$ cat config.mk
export PLATFORM = sky130hd
export DESIGN_NAME = cmp4_sort_engine
export DESIGN_NICKNAME = d
export VERILOG_FILES = /design/src/rtl/cmp4_sort_engine.sv
export SDC_FILE = /design/constraint.sdc
export NUM_CORES = 1
export LEC_CHECK = 0
export BUFFER_PORTS_ARGS = -buffer_cell sky130_fd_sc_hd__buf_2
export CAP_MARGIN = 30
export CORE_UTILIZATION = 50
export CTS_CLUSTER_SIZE = 8
export DETAILED_ROUTE_END_ITERATION = 10
export PLACE_DENSITY_LB_ADDON = 0.1
export SETUP_SLACK_MARGIN = 0.15
export SLEW_MARGIN = 20
export SYNTH_ARGS = -nofsm -noshare
export SYNTH_HDL_FRONTEND = slang
export SYNTH_SLANG_ARGS = --single-unit
$ cat constraint.sdc
create_clock -name clk -period 5 [get_ports clk]
set_input_delay 0.5 -clock clk [delete_from_list [all_inputs] [get_ports clk]]
set_output_delay 0.5 -clock clk [all_outputs]
set_load 0.01 [all_outputs]
$ cat src/rtl/cmp4_sort_engine.sv
// cmp4_sort_engine: burst bubble sorter sharing one 4-bit comparator, valid/ready in and out

// comparator4bit: unsigned magnitude compare, gt is high when a > b
module comparator4bit (
    input  logic [3:0] a,
    input  logic [3:0] b,
    output logic       gt
);
    assign gt = a > b;
endmodule

module cmp4_sort_engine #(
    parameter int N      = 8,
    parameter int DATA_W = 4
) (
    input  logic              clk,
    input  logic              rst_n,
    input  logic              in_valid,
    output logic              in_ready,
    input  logic [DATA_W-1:0] in_data,
    output logic              out_valid,
    input  logic              out_ready,
    output logic [DATA_W-1:0] out_data,
    output logic              out_last,
    output logic              busy,
    output logic [7:0]        swap_count
);
    localparam int IW = $clog2(N);
    localparam logic [IW-1:0] LAST_IDX = IW'(N - 1);
    localparam logic [IW-1:0] LAST_P = IW'(N - 2);

    typedef enum logic [1:0] {LOAD, SORT, DRAIN} state_t;

    state_t            state_q, state_d;
    logic [IW-1:0]     wr_idx_q, wr_idx_d;
    logic [IW-1:0]     rd_idx_q, rd_idx_d;
    logic [IW-1:0]     j_q, j_d;
    logic [IW-1:0]     p_q, p_d;
    logic              swapped_q, swapped_d;
    logic [7:0]        swap_count_q, swap_count_d;
    logic [DATA_W-1:0] mem_q [N];
    logic [DATA_W-1:0] mem_d [N];
    logic [IW-1:0]     j1;
    logic              gt;

    assign j1 = j_q + 1'b1;

    comparator4bit u_cmp (
        .a  (mem_q[j_q]),
        .b  (mem_q[j1]),
        .gt (gt)
    );

    // next-state: capture in LOAD, one compare/swap per cycle in SORT, stream in DRAIN
    always_comb begin
        state_d      = state_q;
        wr_idx_d     = wr_idx_q;
        rd_idx_d     = rd_idx_q;
        j_d          = j_q;
        p_d          = p_q;
        swapped_d    = swapped_q;
        swap_count_d = swap_count_q;
        mem_d        = mem_q;
        case (state_q)
            LOAD: begin
                if (in_valid) begin
                    mem_d[wr_idx_q] = in_data;
                    if (wr_idx_q == LAST_IDX) begin
                        wr_idx_d     = '0;
                        state_d      = SORT;
                        j_d          = '0;
                        p_d          = '0;
                        swapped_d    = 1'b0;
                        swap_count_d = '0;
                    end else begin
                        wr_idx_d = wr_idx_q + 1'b1;
                    end
                end
            end
            SORT: begin
                if (gt) begin
                    mem_d[j_q]   = mem_q[j1];
                    mem_d[j1]    = mem_q[j_q];
                    swap_count_d = swap_count_q + 8'd1;
                end
                if (j_q == LAST_P - p_q) begin
                    if (!(swapped_q || gt) || p_q == LAST_P) begin
                        state_d = DRAIN;
                    end else begin
                        p_d       = p_q + 1'b1;
                        j_d       = '0;
                        swapped_d = 1'b0;
                    end
                end else begin
                    j_d       = j1;
                    swapped_d = swapped_q | gt;
                end
            end
            DRAIN: begin
                if (out_ready) begin
                    if (rd_idx_q == LAST_IDX) begin
                        rd_idx_d = '0;
                        state_d  = LOAD;
                    end else begin
                        rd_idx_d = rd_idx_q + 1'b1;
                    end
                end
            end
            default: state_d = LOAD;
        endcase
    end

    // state and storage registers; reset abandons any burst in flight
    always_ff @(posedge clk or negedge rst_n) begin
        if (!rst_n) begin
            state_q      <= LOAD;
            wr_idx_q     <= '0;
            rd_idx_q     <= '0;
            j_q          <= '0;
            p_q          <= '0;
            swapped_q    <= 1'b0;
            swap_count_q <= '0;
            for (int i = 0; i < N; i++) mem_q[i] <= '0;
        end else begin
            state_q      <= state_d;
            wr_idx_q     <= wr_idx_d;
            rd_idx_q     <= rd_idx_d;
            j_q          <= j_d;
            p_q          <= p_d;
            swapped_q    <= swapped_d;
            swap_count_q <= swap_count_d;
            mem_q        <= mem_d;
        end
    end

    assign in_ready   = state_q == LOAD;
    assign out_valid  = state_q == DRAIN;
    assign out_data   = mem_q[rd_idx_q];
    assign out_last   = out_valid && rd_idx_q == LAST_IDX;
    assign busy       = state_q != LOAD;
    assign swap_count = swap_count_q;
endmodule

Yosys cells after proc, flatten, opt, wreduce, memory -nomap -nowiden

Index checks and enable logic that the tools add are counted.

$add $sub $neg: 6
Magnitude comparators: 8
Equal/unequal tests: 15
Multiplexer cells: 47
Bitwise gates (word level): 5
Reduce and logical (&&, ||, !) cells: 17

Operators by type and width:

| cell                  | count |
|---|---|
| $bwmux W32            | 3 |
| $mux W32              | 2 |
| $pmux W32 S2          | 1 |
| $bmux W4 S3           | 3 |
| $demux W4 S3          | 3 |
| $mux W4               | 9 |
| $mux W3               | 8 |
| $mux W8               | 3 |
| $ge A4 B4 Y1 const B  | 4 |
| $not A3 Y4            | 4 |
| $pmux W8 S2           | 1 |
| $add A3 B1 Y3 const B | 4 |
| $lt A4 B1 Y1 const B  | 3 |
| $mux W2               | 6 |
| $pmux W3 S2           | 2 |
| $ne A2 B2 Y1 const B  | 5 |
| $eq A3 B3 Y1 const B  | 3 |
| $add A8 B1 Y8 const B | 1 |
| $reduce_and A4 Y1     | 2 |
| $ne A2 B1 Y1 const B  | 3 |
| $pmux W2 S3           | 1 |
| $reduce_and A6 Y1     | 1 |
| $reduce_and A5 Y1     | 1 |
| $gt A4 B4 Y1          | 1 |
| other kinds (15)      | 24 |

Flip-flop bits (word level): 55
Logic and storage cells: 113

Logic depth before layout (Yosys ltp)

Depth after elaboration: 12
Depth in mapped cells: 12

Hierarchy

A second synthesis with hierarchy kept.

Cells, all modules: 458
Area, all modules: 4,240.3 µm²

Modules (own cells, without submodules):

| module           | instances | cells each | area an instance (µm²) |
|---|---|---|---|
| cmp4_sort_engine | 1         | 445        | 4,141.5 |
| comparator4bit   | 1         | 13         | 98.8 |

Least setup slack after synthesis

No wires, ideal clock.

Kind: flip-flop to flip-flop
Start: register j_q[0]
End: register mem_q[16] (netlist bit)
Setup time: 0.125 ns
Data arrival time: 3.418 ns
Data required time: 4.875 ns
Path slack: 1.457 ns
Cell stages (with the launch flop): 13
Buffers on the path: 2
Clock period less this slack: 3.543 ns
Cell sequence: dfrtp_1 -> ha_1 -> buf_4 -> xor2_2 -> buf_6 -> mux4_2 -> mux2i_4 -> ha_1 -> nor2b_1 -> o211ai_1 -> a311oi_2 -> o211a_2 -> mux2_2

Word-level cells in the longest chain between the ends: 9
Elaborated cells between the ends (all ways): 26

Ends and longest elaborated chain:

| item                                                 | RTL line | RTL |
|---|---|---|
| start, declared                                      | 37       | `logic [IW-1:0] j_q, j_d;` |
| start signal, assigned                               | 128      | `j_q <= j_d;` |
| branches (longest 9 deep; another with $gt A4 B4 Y1) | -        |  |
| end signal, assigned                                 | 132      | `mem_q <= mem_d;` |
| end, declared                                        | 41       | `logic [DATA_W-1:0] mem_q [N];` |

Parallel ways; which one is timed is not known. The select of a mux whose other input is x is not followed.
A chain may end at the register's enable or synchronous reset.

Worst setup path after layout

Start: register j_q[0]
End: register mem_q[12] (netlist bit)

The elaborated chain is that of the path after synthesis.

==> run_results.csv <==
group,metric,value,unit
run_status,status,"completed",
grt,grt_first_pass_wirelength,18800,µm
timing,hold_viol_final,0,
detailed_routing,wl_per_cell,22.9,µm
timing,tns,0,ps
timing,finalSetupViolCount,0,
power_and_ir_drop,leakagePower,1.90,nW
detailed_routing,ant_nets,0,
yosys,ys_seq_area_frac,0.326,
cts,clock_latency,320,ps
setup_path,path_cells,"ha_1 -> xor2_2 -> buf_4 -> mux4_2 -> mux2i_4 -> ha_1 -> nand4_1 -> mux2i_1 -> a311oi_2 -> o221ai_1 -> mux2_2",
detailed_routing,wl,11600,µm
detailed_routing,drcViolationCount,0,
timing,drv_slew,0,
floorplan,ios,24,
cts,cts_max_level,2,
yosys,synthDistinctLibCells,54,
place,dp_hpwl,8490,µm
timing,post-route-period-util,0.872,
cts,path_clk_slew,110,ps
timing,rsz0062_at_grt,"no",
power_and_ir_drop,clock_power_share,0.087,
detailed_routing,via_per_inst,6.83,
setup_path,worstSetupStartpointType,"register",
power_and_ir_drop,peakVddDrop,381,µV
floorplan,die_h,93.8,µm
setup_path,endpoint_kind,"register",
timing,relSlewSlack,0.423,
hold_path,hold_path.class,"in2async",
detailed_routing,vias,3471,
yosys,ys_warn_count,0,
power_and_ir_drop,p_comb_frac,0.618,
place,placed_area,4370,µm²
timing,fin_skew,5.22,ps
setup_path,path_common_cell,"ha_1",
setup_path,critical-path-slowest-cell,"a311oi_2",
layout,final_net_count,423,
cts,cts_resized,0,
power_and_ir_drop,p_sw,1.58,mW
cts,holdBufCountCts,0,
power_and_ir_drop,switching_share,0.494,
place,place_congestion,0.938,
grt,grt_max_degree,56,
floorplan,fp.dieW,93.8,µm
grt,grt_pass1_vias,3410,
yosys,synth_flop_cell,"dfrtp_1",
place,portBuffers,23,
yosys,avgSynthCellArea,10.8,µm²
floorplan,dieArea,8800,µm²
detailed_routing,drt-initial-drc-count,329,
grt,overflow,0,
power_and_ir_drop,seqPwrFrac,0.295,
yosys,ys_seq_elements,55,
timing,min_period,4360,ps
grt,grt_usage,0.285,
yosys,synth_edf_count,0,
cts,root_buffer,"clkbuf_8",
layout,nFillCells,742,
grt,antenna_found_initial,0,
yosys,synth_nets,413,
layout,drive_gt1_frac,0.275,
layout,areaGrowthSynthToFinish,6.14,%
setup_path,cp.required,5220,ps
power_and_ir_drop,power_density,715,nW/µm²
timing,fmax,229,MHz
layout,diodes,0,
floorplan,fp.coreArea,8180,µm²
cts,cts_tree,"yes",
yosys,syn-instance-count,392,
detailed_routing,dr.pass1.iters,5,
cts,cts.sinks,55,
job,maxCapViolCount,0,
cts,numCtsBuffers,5,
yosys,synthArstFlopShare,1.00,
setup_path,path_max_fanout,10,
yosys,syn-cell-area,4220,µm²
floorplan,start_util,0.516,
setup_path,crit_type,"reg2reg",
timing,worstMarginPinSlew,864,ps
layout,design_area,4480,µm²
floorplan,num_rows,33,
setup_path,cpPeakStageDelay,550,ps
cts,clock_path_buffers,2,
setup_path,arrival,4570,ps
power_and_ir_drop,internal_power,1.62,mW
cts,post_cts_buffers,0,
[cells by family after synthesis]
group / synth area share
and+or+nand+nor: 0.127
DFF: 0.326
AOI/OAI and AO/OA: 0.172
adders and majority gates: 0.0386
muxes: 0.283
buffers and inverters: 0.0374
xor gates and xnor gates: 0.0154
[registers in the layout, indices dropped and copies added, names as in the netlist]
register	flops
state_q	2
mem_q	32
j_q	3
swapped_q	1
swap_count	8
wr_idx_q	3
p_q	3
rd_idx_q	3
[power by group through the flow]
stage	combinational, mW	clock, mW	sequential [mW]
2_1_floorplan	1.62	0	0.787
3_3_place_gp	1.92	0	0.935
3_5_place_dp	1.95	0	0.946
4_1_cts	1.96	0.287	0.937
5_1_grt	2.15	0.305	0.977
6_report	1.98	0.279	0.944
[metrics by stage]
stage	utilization	hold slack (ps)	instances	setup WS, ps	total power, mW
4_1_cts	0.547	340	508	673	3.19
5_1_grt	0.547	376	508	336	3.44
3_3_place_gp	0.535	455	500	829	2.86
3_5_place_dp	0.535	461	500	692	2.90
6_report	0.547	307	508	641	3.20
2_1_floorplan	-	204	392	1460	2.41
[cell type report]
| type | instances | area (µm²) | share of cell area |
|---|---|---|---|
| flip-flops and latches | 55 | 1380 | 0.308 |
| well taps | 105 | 131 | 0.0294 |
| inverters | 8 | 30.0 | 0.00671 |
| multi-input cells | 304 | 2680 | 0.599 |
| clock inverters | 3 | 33.8 | 0.00755 |
| clock buffers | 5 | 68.8 | 0.0154 |
| repair buffers | 28 | 153 | 0.0341 |
[worst paths after layout]
path | from | end | slack [ps] | cells after the start
setup / recovery | j_q[0]$_DFFE_PN0P_ | mem_q[12]$_DFFE_PN0P_ | 640 | 11
hold / removal | rst_n | mem_q[28]$_DFFE_PN0P_ | 310 | 2
setup reg to reg | j_q[0]$_DFFE_PN0P_ | mem_q[12]$_DFFE_PN0P_ | 640 | 11
hold reg to reg | swap_count[7]$_DFFE_PN0P_ | swap_count[7]$_DFFE_PN0P_ | 480 | 1
max in group asynchronous | rst_n | mem_q[29]$_DFFE_PN0P_ | 4210 | 2
min in group clk | out_ready | state_q[1]$_DFFE_PN0P_ | 470 | 3
[cell usage after synthesis (6+ instances only)]
library cell	instances	area (µm²)
mux4_2	23	518
buf_2	6	30.0
dfrtp_1	55	1380
mux2_2	42	473
nor3_1	13	65.1
nand2_1	29	109
ha_1	13	163
nand4_1	7	43.8
o21ai_0	11	55.1
nand2b_1	7	43.8
inv_1	8	30.0
mux2i_1	8	80.1
nor2_1	10	37.5
clkbuf_1	12	45.0
o211ai_1	9	67.6
nor2b_1	10	62.6
o21ai_1	24	120
a22oi_1	24	180
[routing by layer]
metal  vias to the layer above  GRT usage  share of wire  wire (µm)
li1                       1548          -              -          -
met4                         0     0.0949          0.026        300
met2                       172      0.472           0.49       5670
met5                         -          0              0          0
met1                      1722      0.378           0.42       4860
met3                        29     0.0461          0.070        811
[cells in the final DEF, fill, tap and decap left out, types with 2 or more instances in the layout]
cell      instances
nand3_1           5
buf_4             5
o221ai_1          5
a22oi_1          24
o21ai_0          11
nor2_1           10
o21a_1            3
and3_1            5
or3_1             4
ha_1             13
mux4_2           23
mux2i_4           3
o21ai_1          24
a32oi_1           2
o211ai_1          9
dfrtp_1          55
mux2_2           42
xor2_1            2
nand2_1          29
inv_1             8
and2_1            4
nand2b_1          7
nor3b_1           3
mux2_4            2
a21oi_1           5
mux2i_1           8
nor3_1           13
nor2b_1          10
nand4_1           7
buf_2            23
o211a_1           2
o22ai_1           2
a221o_1           5
a21o_1            4
clkbuf_8          5
inv_6             2
and3b_1           2
[critical path, delay by kind of cell (launching register included)]
kind | cells | cell delay [ps]
buffers and inverters | 1 | 250
adders and majority gates | 2 | 730
muxes | 4 | 1360
xor gates and xnor gates | 1 | 420
DFF | 1 | 380
and+or+nand+nor | 1 | 110
AOI/OAI and AO/OA | 2 | 990
No activity file was read; power rests on OpenSTA's default activity.
